--- src/rtl/cart_loader_if.sv ---
// cart_loader_if: ioctl download stream plus cart RAM write port.
// The master side is the HPS/RAM environment and the slave side is cart_loader.
interface cart_loader_if #(
    parameter int AW = 14
);
    logic          ioctl_download;
    logic [7:0]    ioctl_index;
    logic          ioctl_wr;
    logic [24:0]   ioctl_addr;
    logic [7:0]    ioctl_dout;
    logic          ioctl_wait;
    logic          mem_req;
    logic          mem_ack;
    logic [AW-1:0] mem_addr;
    logic [7:0]    mem_wdata;

    modport master (
        output ioctl_download, ioctl_index, ioctl_wr, ioctl_addr, ioctl_dout, mem_ack,
        input  ioctl_wait, mem_req, mem_addr, mem_wdata
    );

    modport slave (
        input  ioctl_download, ioctl_index, ioctl_wr, ioctl_addr, ioctl_dout, mem_ack,
        output ioctl_wait, mem_req, mem_addr, mem_wdata
    );
endinterface

--- src/rtl/cart_loader.sv ---
// cart_loader: receives cartridge bytes from the HPS ioctl stream and writes
// them into cart RAM through a small byte FIFO and a req/ack port. The CPU is
// held in reset while a load is in progress.
// Optional feature: define CART_CKSUM_EN to add cart_cksum, which is a 16-bit
// wrap-around sum of every byte that is written to RAM.
module cart_loader #(
    parameter int         AW         = 14,
    parameter int         FIFO_AW    = 2,
    parameter logic [7:0] CART_INDEX = 8'd1
) (
    input  logic                clk,
    input  logic                reset,
    cart_loader_if.slave        bus,
    output logic                cpu_hold,
    output logic [AW:0]         cart_size,
    output logic                load_done,
`ifdef CART_CKSUM_EN
    output logic [15:0]         cart_cksum,
`endif
    output logic                overflow
);
    localparam int DEPTH = 1 << FIFO_AW;
    localparam int CW    = FIFO_AW + 1;
    localparam int EW    = AW + 8;

    typedef enum logic [1:0] {S_IDLE, S_LOAD, S_DRAIN, S_DONE} state_t;

    state_t               state_q, state_d;
    logic [EW-1:0]        fifo_q [DEPTH];
    logic [EW-1:0]        fifo_d [DEPTH];
    logic [FIFO_AW-1:0]   wr_ptr_q, wr_ptr_d, rd_ptr_q, rd_ptr_d;
    logic [CW-1:0]        cnt_q, cnt_d;
    logic                 wait_q, wait_d;
    logic                 mem_req_q, mem_req_d;
    logic [AW-1:0]        mem_addr_q, mem_addr_d;
    logic [7:0]           mem_wdata_q, mem_wdata_d;
    logic                 cpu_hold_q, cpu_hold_d;
    logic [AW:0]          cart_size_q, cart_size_d;
    logic                 load_done_q, load_done_d;
    logic                 overflow_q, overflow_d;
`ifdef CART_CKSUM_EN
    logic [15:0]          cksum_q, cksum_d;
`endif

    logic                 active, in_range, wr_load, push, pop, ack;
    logic [AW:0]          addr_p1;

    // Next-state, FIFO bookkeeping and all registered outputs.
    always_comb begin
        state_d     = state_q;
        fifo_d      = fifo_q;
        wr_ptr_d    = wr_ptr_q;
        rd_ptr_d    = rd_ptr_q;
        cnt_d       = cnt_q;
        mem_req_d   = mem_req_q;
        mem_addr_d  = mem_addr_q;
        mem_wdata_d = mem_wdata_q;
        cart_size_d = cart_size_q;
        overflow_d  = overflow_q;
`ifdef CART_CKSUM_EN
        cksum_d     = cksum_q;
`endif

        active   = bus.ioctl_download && (bus.ioctl_index == CART_INDEX);
        in_range = (bus.ioctl_addr[24:AW] == '0);
        addr_p1  = {1'b0, bus.ioctl_addr[AW-1:0]} + (AW+1)'(1);
        wr_load  = (state_q == S_LOAD) && bus.ioctl_wr;
        // The full check only protects against an HPS that ignores ioctl_wait.
        push     = wr_load && in_range && (cnt_q != CW'(DEPTH));
        // The output register refills whenever it is empty or its entry is acknowledged.
        pop      = (cnt_q != '0) && (!mem_req_q || bus.mem_ack);
        ack      = mem_req_q && bus.mem_ack;

        case (state_q)
            S_IDLE:  if (active) state_d = S_LOAD;
            S_LOAD:  if (!active) state_d = S_DRAIN;
            S_DRAIN: if ((cnt_q == '0) && !mem_req_q) state_d = S_DONE;
            default: state_d = S_IDLE;
        endcase

        if (state_q == S_IDLE && state_d == S_LOAD) begin
            cart_size_d = '0;
            overflow_d  = 1'b0;
`ifdef CART_CKSUM_EN
            cksum_d     = '0;
`endif
        end

        if (wr_load && !in_range) overflow_d = 1'b1;

        if (push) begin
            fifo_d[wr_ptr_q] = {bus.ioctl_addr[AW-1:0], bus.ioctl_dout};
            wr_ptr_d         = wr_ptr_q + 1'b1;
            if (addr_p1 > cart_size_q) cart_size_d = addr_p1;
        end

`ifdef CART_CKSUM_EN
        if (ack) cksum_d = cksum_q + {8'd0, mem_wdata_q};
`endif

        if (pop) begin
            {mem_addr_d, mem_wdata_d} = fifo_q[rd_ptr_q];
            mem_req_d                 = 1'b1;
            rd_ptr_d                  = rd_ptr_q + 1'b1;
        end else if (ack) begin
            mem_req_d = 1'b0;
        end

        case ({push, pop})
            2'b10:   cnt_d = cnt_q + CW'(1);
            2'b01:   cnt_d = cnt_q - CW'(1);
            default: cnt_d = cnt_q;
        endcase

        // One slot is reserved because the HPS may still strobe in the cycle wait rises.
        wait_d      = (cnt_d >= CW'(DEPTH - 1));
        cpu_hold_d  = (state_d == S_LOAD) || (state_d == S_DRAIN);
        load_done_d = (state_d == S_DONE);
    end

    // State and output registers, cleared asynchronously. RAM content is not touched.
    always_ff @(posedge clk or posedge reset) begin
        if (reset) begin
            state_q     <= S_IDLE;
            for (int i = 0; i < DEPTH; i++) fifo_q[i] <= '0;
            wr_ptr_q    <= '0;
            rd_ptr_q    <= '0;
            cnt_q       <= '0;
            wait_q      <= 1'b0;
            mem_req_q   <= 1'b0;
            mem_addr_q  <= '0;
            mem_wdata_q <= '0;
            cpu_hold_q  <= 1'b0;
            cart_size_q <= '0;
            load_done_q <= 1'b0;
            overflow_q  <= 1'b0;
`ifdef CART_CKSUM_EN
            cksum_q     <= '0;
`endif
        end else begin
            state_q     <= state_d;
            fifo_q      <= fifo_d;
            wr_ptr_q    <= wr_ptr_d;
            rd_ptr_q    <= rd_ptr_d;
            cnt_q       <= cnt_d;
            wait_q      <= wait_d;
            mem_req_q   <= mem_req_d;
            mem_addr_q  <= mem_addr_d;
            mem_wdata_q <= mem_wdata_d;
            cpu_hold_q  <= cpu_hold_d;
            cart_size_q <= cart_size_d;
            load_done_q <= load_done_d;
            overflow_q  <= overflow_d;
`ifdef CART_CKSUM_EN
            cksum_q     <= cksum_d;
`endif
        end
    end

    assign bus.ioctl_wait = wait_q;
    assign bus.mem_req    = mem_req_q;
    assign bus.mem_addr   = mem_addr_q;
    assign bus.mem_wdata  = mem_wdata_q;
    assign cpu_hold       = cpu_hold_q;
    assign cart_size      = cart_size_q;
    assign load_done      = load_done_q;
    assign overflow       = overflow_q;
`ifdef CART_CKSUM_EN
    assign cart_cksum     = cksum_q;
`endif
endmodule

--- src/flat_wrapper.sv ---
// flat-port wrapper written by rule: the top's interface ports become plain ports
module cart_loader_flat 
#(
    parameter int         AW         = 14,
    parameter int         FIFO_AW    = 2,
    parameter logic [7:0] CART_INDEX = 8'd1
)
  (clk, reset, cpu_hold, cart_size, load_done, overflow, bus_ioctl_download, bus_ioctl_index, bus_ioctl_wr, bus_ioctl_addr, bus_ioctl_dout, bus_mem_ack, bus_ioctl_wait, bus_mem_req, bus_mem_addr, bus_mem_wdata);
  cart_loader_if #(.AW(AW)) bus_i ();
  input  logic clk;
  input  logic reset;
  output logic cpu_hold;
  output logic [AW:0] cart_size;
  output logic load_done;
  output logic overflow;
  input wire logic [$bits(bus_i.ioctl_download)-1:0] bus_ioctl_download;
  input wire logic [$bits(bus_i.ioctl_index)-1:0] bus_ioctl_index;
  input wire logic [$bits(bus_i.ioctl_wr)-1:0] bus_ioctl_wr;
  input wire logic [$bits(bus_i.ioctl_addr)-1:0] bus_ioctl_addr;
  input wire logic [$bits(bus_i.ioctl_dout)-1:0] bus_ioctl_dout;
  input wire logic [$bits(bus_i.mem_ack)-1:0] bus_mem_ack;
  output wire logic [$bits(bus_i.ioctl_wait)-1:0] bus_ioctl_wait;
  output wire logic [$bits(bus_i.mem_req)-1:0] bus_mem_req;
  output wire logic [$bits(bus_i.mem_addr)-1:0] bus_mem_addr;
  output wire logic [$bits(bus_i.mem_wdata)-1:0] bus_mem_wdata;
  assign bus_i.ioctl_download = bus_ioctl_download;
  assign bus_i.ioctl_index = bus_ioctl_index;
  assign bus_i.ioctl_wr = bus_ioctl_wr;
  assign bus_i.ioctl_addr = bus_ioctl_addr;
  assign bus_i.ioctl_dout = bus_ioctl_dout;
  assign bus_i.mem_ack = bus_mem_ack;
  assign bus_ioctl_wait = bus_i.ioctl_wait;
  assign bus_mem_req = bus_i.mem_req;
  assign bus_mem_addr = bus_i.mem_addr;
  assign bus_mem_wdata = bus_i.mem_wdata;
  cart_loader #(.AW(AW), .FIFO_AW(FIFO_AW), .CART_INDEX(CART_INDEX)) u_core (.clk(clk), .reset(reset), .bus(bus_i), .cpu_hold(cpu_hold), .cart_size(cart_size), .load_done(load_done), .overflow(overflow));
endmodule
--- config.mk ---
export PLATFORM = sky130hd
export DESIGN_NAME = cart_loader_flat
export DESIGN_NICKNAME = d
export VERILOG_FILES = /design/src/rtl/cart_loader_if.sv /design/src/rtl/cart_loader.sv /design/src/flat_wrapper.sv
export SDC_FILE = /design/constraint.sdc
export NUM_CORES = 1
export LEC_CHECK = 0
export CAP_MARGIN = 20
export CORE_MARGIN = 5
export CORE_UTILIZATION = 50
export DETAILED_ROUTE_END_ITERATION = 6
export DONT_BUFFER_PORTS = 1
export PLACE_DENSITY = 0.62
export REMOVE_ABC_BUFFERS = 1
export SKIP_LAST_GASP = 1
export SLEW_MARGIN = 20
export SYNTH_ARGS = -nofsm -noshare
export SYNTH_HDL_FRONTEND = slang
export SYNTH_SLANG_ARGS = --single-unit
--- constraint.sdc ---
create_clock -name clk -period 10.6 [get_ports clk]
set_input_delay 2.12 -clock clk [delete_from_list [all_inputs] [get_ports clk]]
set_output_delay 2.12 -clock clk [all_outputs]
set_load 0.005 [all_outputs]
## After elaboration in Yosys (flattened, before gate mapping)

Index checks and enable logic that the tools add are counted.

- Add/subtract/negate cells: 5
- Order comparisons: 5
- Eq/ne operators: 9
- Multiplexer cells: 18
- Bitwise logic cells: 2
- Reductions and logical operators: 20

Operators with widths:

| cell | number |
|---|---|
| $bwmux W88 | 1 |
| $mux W22 | 3 |
| $mux W15 | 3 |
| $bmux W22 S2 | 1 |
| $demux W22 S2 | 1 |
| $add A14 B1 Y15 const B | 1 |
| $gt A15 B15 Y1 | 1 |
| $logic_not A11 Y1 | 1 |
| $logic_and A1 B1 Y1 | 10 |
| $eq A2 B2 Y1 const B | 4 |
| $eq A8 B1 Y1 const B | 1 |
| $eq A2 B1 Y1 const B | 3 |
| $ge A3 B3 Y1 const B | 2 |
| $mux W2 | 3 |
| $not A2 Y3 | 2 |
| $pmux W2 S3 | 1 |
| $pmux W3 S2 | 1 |
| $add A2 B1 Y2 const B | 2 |
| $mux W1 | 4 |
| $reduce_bool A2 Y1 | 2 |
| $add A3 B1 Y3 const B | 1 |
| $ge A3 B2 Y1 const B | 1 |
| $logic_not A3 Y1 | 1 |
| $lt A3 B1 Y1 const B | 1 |
| other kinds (6) | 8 |

- Register bits: 139
- Input port bits: 46
- Output and inout port bits: 42

## Longest topological paths before layout

- Depth after elaboration: 9
- Gate-level depth with buffers: 13
- Gate-level depth less buffers: 12

## Worst setup path after synthesis

Ideal clock, no wire load.

- Kind: input to register
- Start point: input bus_ioctl_addr[2]
- End point: register u_core.cart_size_q[10], in the netlist u_core.cart_size[10]
- Setup time: 78 ps
- Arrival: 4555 ps
- Required time: 10522 ps
- Path slack: 5966 ps
- Stages: 13
- Cells stage by stage: clkbuf_1 > nand4_1 > nor2_1 > and4_1 > xnor2_1 > inv_1 > ha_1 > nand4_1 > nor4_1 > o31ai_1 > o21ai_1 > buf_2 > o2bb2ai_1

- Longest elaborated chain between the ends: 4

RTL lines:

| what | RTL line | text |
|---|---|---|
| start: declaration | flat_wrapper.sv:19 | `input wire logic [$bits(bus_i.ioctl_addr)-1:0] bus_ioctl_addr;` |
| $add A14 B1 Y15 (*) | cart_loader.sv:66 | `addr_p1 = {1'b0, bus.ioctl_addr[AW-1:0]} + (AW+1)'(1);` |
| $gt A15 B15 Y1 | cart_loader.sv:94 | `if (addr_p1 > cart_size_q) cart_size_d = addr_p1;` |
| $mux W15 (*) | cart_loader.sv:94 |  |
| $mux W15 (*) | cart_loader.sv:91 | `if (push) begin` |
| named net u_core.cart_size_d[10] | cart_loader.sv:38 | `logic [AW:0] cart_size_q, cart_size_d;` |
| end signal: assignment | cart_loader.sv:151 | `cart_size_q <= cart_size_d;` |
| end: declaration | cart_loader.sv:38 |  |

Mark *: on every way through the listed nets, which the timed path passes. The rest lies on a longest branch.
A chain may end at the register's enable or synchronous reset.

## Worst setup path in the final report

- Start point: input bus_ioctl_addr[0]
- End point: register u_core.cart_size_q[3], in the netlist u_core.cart_size[3]

The elaborated chain is that of the path after synthesis.

==> summary by stage <==
Outcome
The run finished with clean final reports.

Critical path
STA classifies the critical path startpoint as an input pin. The number of cells on the worst reg-to-reg path is 9. The kind of capture point of the worst setup path is a register. The highest net fanout along the worst path is 9.

The start of the worst register-to-register path is u_core.cnt_q[0]$_DFF_PP0_. The type of the worst setup path is input pin to register. The data arrival time at the worst-slack endpoint is slightly below 5 ns. The capturing point of the worst reg2reg path is u_core.bus.ioctl_wait$_DFF_PP0_. The register-to-register setup slack is between 7 and 8 ns. The data required time of the critical path is 10.93 ns.

Global routing
Global routing consumed, over all layers together, 17.7% of the routing resources. The first-pass GRT wire length is about 23 mm. Entering global routing, the biggest net connects between 70 and 80 pins.

The total congestion overflow after global routing is 0. The number of antenna violations at the first check in global routing is 0. The number of global-route vias before repair is 4187.

Clock network
The number of clock buffers added by TritonCTS is 17. TritonCTS built the clock tree. The maximum level of the CTS H-tree is 4. Buffers added to address setup during post-CTS repair amount to 0. The insertion delay to the later sink of the worst-skew pair is 0.41 ns. No sink is reached through more buffers than the 2 on the longest clock path. The cell chosen for the clock root is clkbuf_16. For this design, the CTS-stage hold fixing added 0 buffers. Gates resized during post-CTS repair numbered 0. The clock transition at the registers of the reported paths is about 0.060 ns. Clock tree synthesis found a total of 139 sinks.

Placed design
The HPWL after detailed placement is slightly below 9 mm. The placed cell count is 634. The count of port buffers added during placement is 0. The congestion estimate from routability-driven global placement came to 0.803.

Synth
Sequential cells were found to cover about half of the synthesized design area. For this run, asynchronously set or reset flops after synthesis account for 100%. The number of distinct standard cells referenced by the synthesized netlist is 49. Synthesis produced 476 cells.

The synthesized netlist occupies a cell area of 7100 um2. The register bit count reported by yosys is ~140. Among all flip-flop cells after synthesis, the most frequent one is dfrtp_1.

The count of flip-flops with a built-in enable after synthesis is 0. The per-instance average area after synthesis is roughly 15 um2. The number of warnings reported in the yosys synthesis log is 0.

Final layout
The number of standard cells in the final layout excluding fillers is between 600 and 700. The area occupied by registers is 3480 um2. The share of final-layout standard cells stronger than drive strength 1 is a little under two fifths. Summing all multi-input logic gate instances after layout gives roughly 3300 um2. The area growth from synthesis to final layout is 9.69%. The number of antenna diodes in the final layout is 0. The number of nets in the layout is 544.

The number of filler instances in the final layout is ~1100.

STA
The smallest clock period supported by the final layout is computed as ~4.6 ns. At the pin with the least slew margin, the transition time is about 1.0 ns. The setup total negative slack is 0 ns.

Setup repair after global routing left no endpoint under its margin. The timing-limited maximum frequency is ~0.22 GHz. The final critical path takes up about 44% of the cycle. The final max-slew violation count came to 0. On the final layout, the worst clock skew is slightly above 0.004 ns.

The relative slew slack is around a third. The total setup violations reported at the end of the flow is 0. The final number of hold-violating endpoints was 0.

Floorplan
The die footprint is about 17000 um2. Once the floorplan was initialized, standard cells occupied slightly above 50% of the core. The count of standard-cell rows is 43. The floorplan step defined a core boundary enclosing 13900 um2. The height of the die is approximately 130 um. The number of ports placed on the die boundary is 88. In this run the horizontal extent of the chip is 129 um.

Power and ir drop
In this run the power density over the cells is 178 nW/um2. In this run the static leakage power is about 3.9 nW. The largest voltage drop on the vdd net is roughly 0.00012 V.

Drt
The residual antenna-violating net count after detailed routing is 0. The count of routing violations after the opening detailed-route iteration is 224. Before antenna repair, the detailed router went through 4 iterations. After detailed routing, the number of vias per cell comes to 5.56. After detailed routing, the number of remaining DRC violations is 0. The final layout contains routed wiring with a total length of around 14 mm. The wire length per cell after detailed routing is between 20 and 25 um. The total via count in the routed design is between 3000 and 4000.

Worst hold path
The worst hold path cell count is 1. The startpoint identified for the worst hold timing path is u_core.fifo_q[5]$_DFFE_PP0P_. The path with the worst hold slack has its endpoint at u_core.fifo_q[5]$_DFFE_PP0P_. The min-delay analysis places its worst path in the category register to register.

Flow run
Max-cap violations in this run came to 0.
==> layout make-up <==
| class | instances | share of cell area (%) |
|---|---|---|
| repair buffers | 3 | 0.289 |
| clock inverters | 6 | 1.67 |
| multi-input cells | 278 | 42.0 |
| clock buffers | 26 | 6.67 |
| flip-flops and latches | 139 | 44.7 |
| well taps | 180 | 2.89 |
| inverters | 35 | 1.75 |
==> how the worst max path moves through the flow <==
stage | startpoint | end | slack, ns
final | bus_ioctl_addr[0] | u_core.cart_size[3]$_DFF_PP0_ | 5.98
after global routing | bus_ioctl_addr[0] | u_core.cart_size[3]$_DFF_PP0_ | 5.77
after CTS | bus_ioctl_addr[0] | u_core.cart_size[3]$_DFF_PP0_ | 5.94
after detailed placement | bus_ioctl_addr[0] | u_core.cart_size[6]$_DFF_PP0_ | 5.51
after global placement | bus_ioctl_addr[0] | u_core.cart_size[12]$_DFF_PP0_ | 5.63
after floorplan | reset | u_core.bus.ioctl_wait$_DFF_PP0_ | 4.76
==> cells in the mapped netlist (2+ instances only) <==
cell       count  area (um2)
buf_2          5        25.0
ha_1          23         288
nor2_1        10        37.5
clkbuf_1      10        37.5
xnor2_1        7        61.3
mux4_2        22         495
nor4_4         2        42.5
o21ai_0        4        20.0
a21oi_1        6        30.0
nor4_1         2        12.5
o2bb2ai_1     14         123
nand2b_1       2        12.5
mux2_2        30         338
nand2_8        4        80.1
dfrtp_1      139        3480
mux2i_1        2        20.0
nand3_1        7        35.0
buf_12         8         160
mux2_4        80        1200
xor2_1        11        96.3
nor3_1         3        15.0
and4_1         2        17.5
nand4_1        9        56.3
nand2_1       15        56.3
inv_1         35         131
==> sequential cells by signal, summed over array words and instances, names as in the netlist <==
signal,count
u_core.cpu_hold,1
u_core.load_done,1
u_core.bus.mem_addr,14
u_core.cart_size,15
u_core.state_q,2
u_core.bus.mem_req,1
u_core.wr_ptr_q,2
u_core.rd_ptr_q,2
u_core.bus.ioctl_wait,1
u_core.fifo_q,88
u_core.bus.mem_wdata,8
u_core.cnt_q,3
u_core.overflow,1
==> critical path, stage by stage <==
cell and delay [ns]:
ha_1 0.18, nand4_1 0.17, nor2_1 0.23, and4_1 0.23
xnor2_1 0.15, inv_1 0.07, ha_1 0.30, nand4_1 0.17
nor4_1 0.45, o31ai_1 0.11, o21ai_1 0.36, buf_4 0.27
o2bb2ai_1 0.13
==> layout by cell type (no fill, tap or decap), types with 2 or more instances in the layout <==
cell,Yosys,layout
a21oi_1,6,5
and4_1,2,2
buf_4,0,3
bufinv_16,0,4
clkbuf_1,10,3
clkbuf_16,0,17
clkbuf_8,0,6
clkinv_2,0,2
dfrtp_1,139,138
ha_1,23,23
inv_1,35,34
mux2_2,30,30
mux2_4,80,80
mux2i_1,2,2
mux4_2,22,22
nand2_1,15,15
nand2_8,4,4
nand2b_1,2,2
nand3_1,7,7
nand4_1,9,9
nor2_1,10,10
nor3_1,3,3
nor4_1,2,2
nor4_4,2,2
o21ai_0,4,4
o2bb2ai_1,14,14
xnor2_1,7,7
xor2_1,11,11
==> routing by layer <==
layer  track usage (%)  wire length, um  vias to the layer above  share of wire, %
li1                  -                -                     1708                 -
met1              23.1             6130                     1908                45
met2              27.7             6390                       83                47
met3              6.64              940                       10               6.9
met4              5.25              138                        0               1.0
met5                 0                0                        -                 0
==> power by group <==
| part | internal, mW | switching [mW] | leakage (nW) |
|---|---|---|---|
| sequential | 0.546 | 0.0467 | 1.91 |
| clock | 0.431 | 0.212 | 0.321 |
| combinational | 0.0742 | 0.0747 | 1.65 |
==> per-stage QoR <==
stage	power (mW)	util, %	hold WS [ns]	setup slack [ns]	instance area (um2)
floorplan	0.706	-	0.471	4.76	6870
global placement	0.754	51.4	0.484	5.63	7130
detailed placement	0.758	51.4	0.487	5.51	7130
CTS	1.41	56.0	0.503	5.94	7780
global route	1.44	56.1	0.506	5.77	7790
finish	1.39	56.1	0.499	5.98	7790
==> cell families (layout without fill, tap and decap cells) <==
group	after synthesis	count (layout)	share of synthesized area (%)
flip-flops	139	139	49.0
multiplexers	134	134	28.9
AND/OR/NAND/NOR	67	67	6.84
buffers and inverters	59	70	5.04
AO/OA/AOI/OAI	35	35	3.63
adder cells (fa/ha/maj)	24	24	4.34
XOR/XNOR	18	18	2.22
No activity file was read; power rests on OpenSTA's default activity.
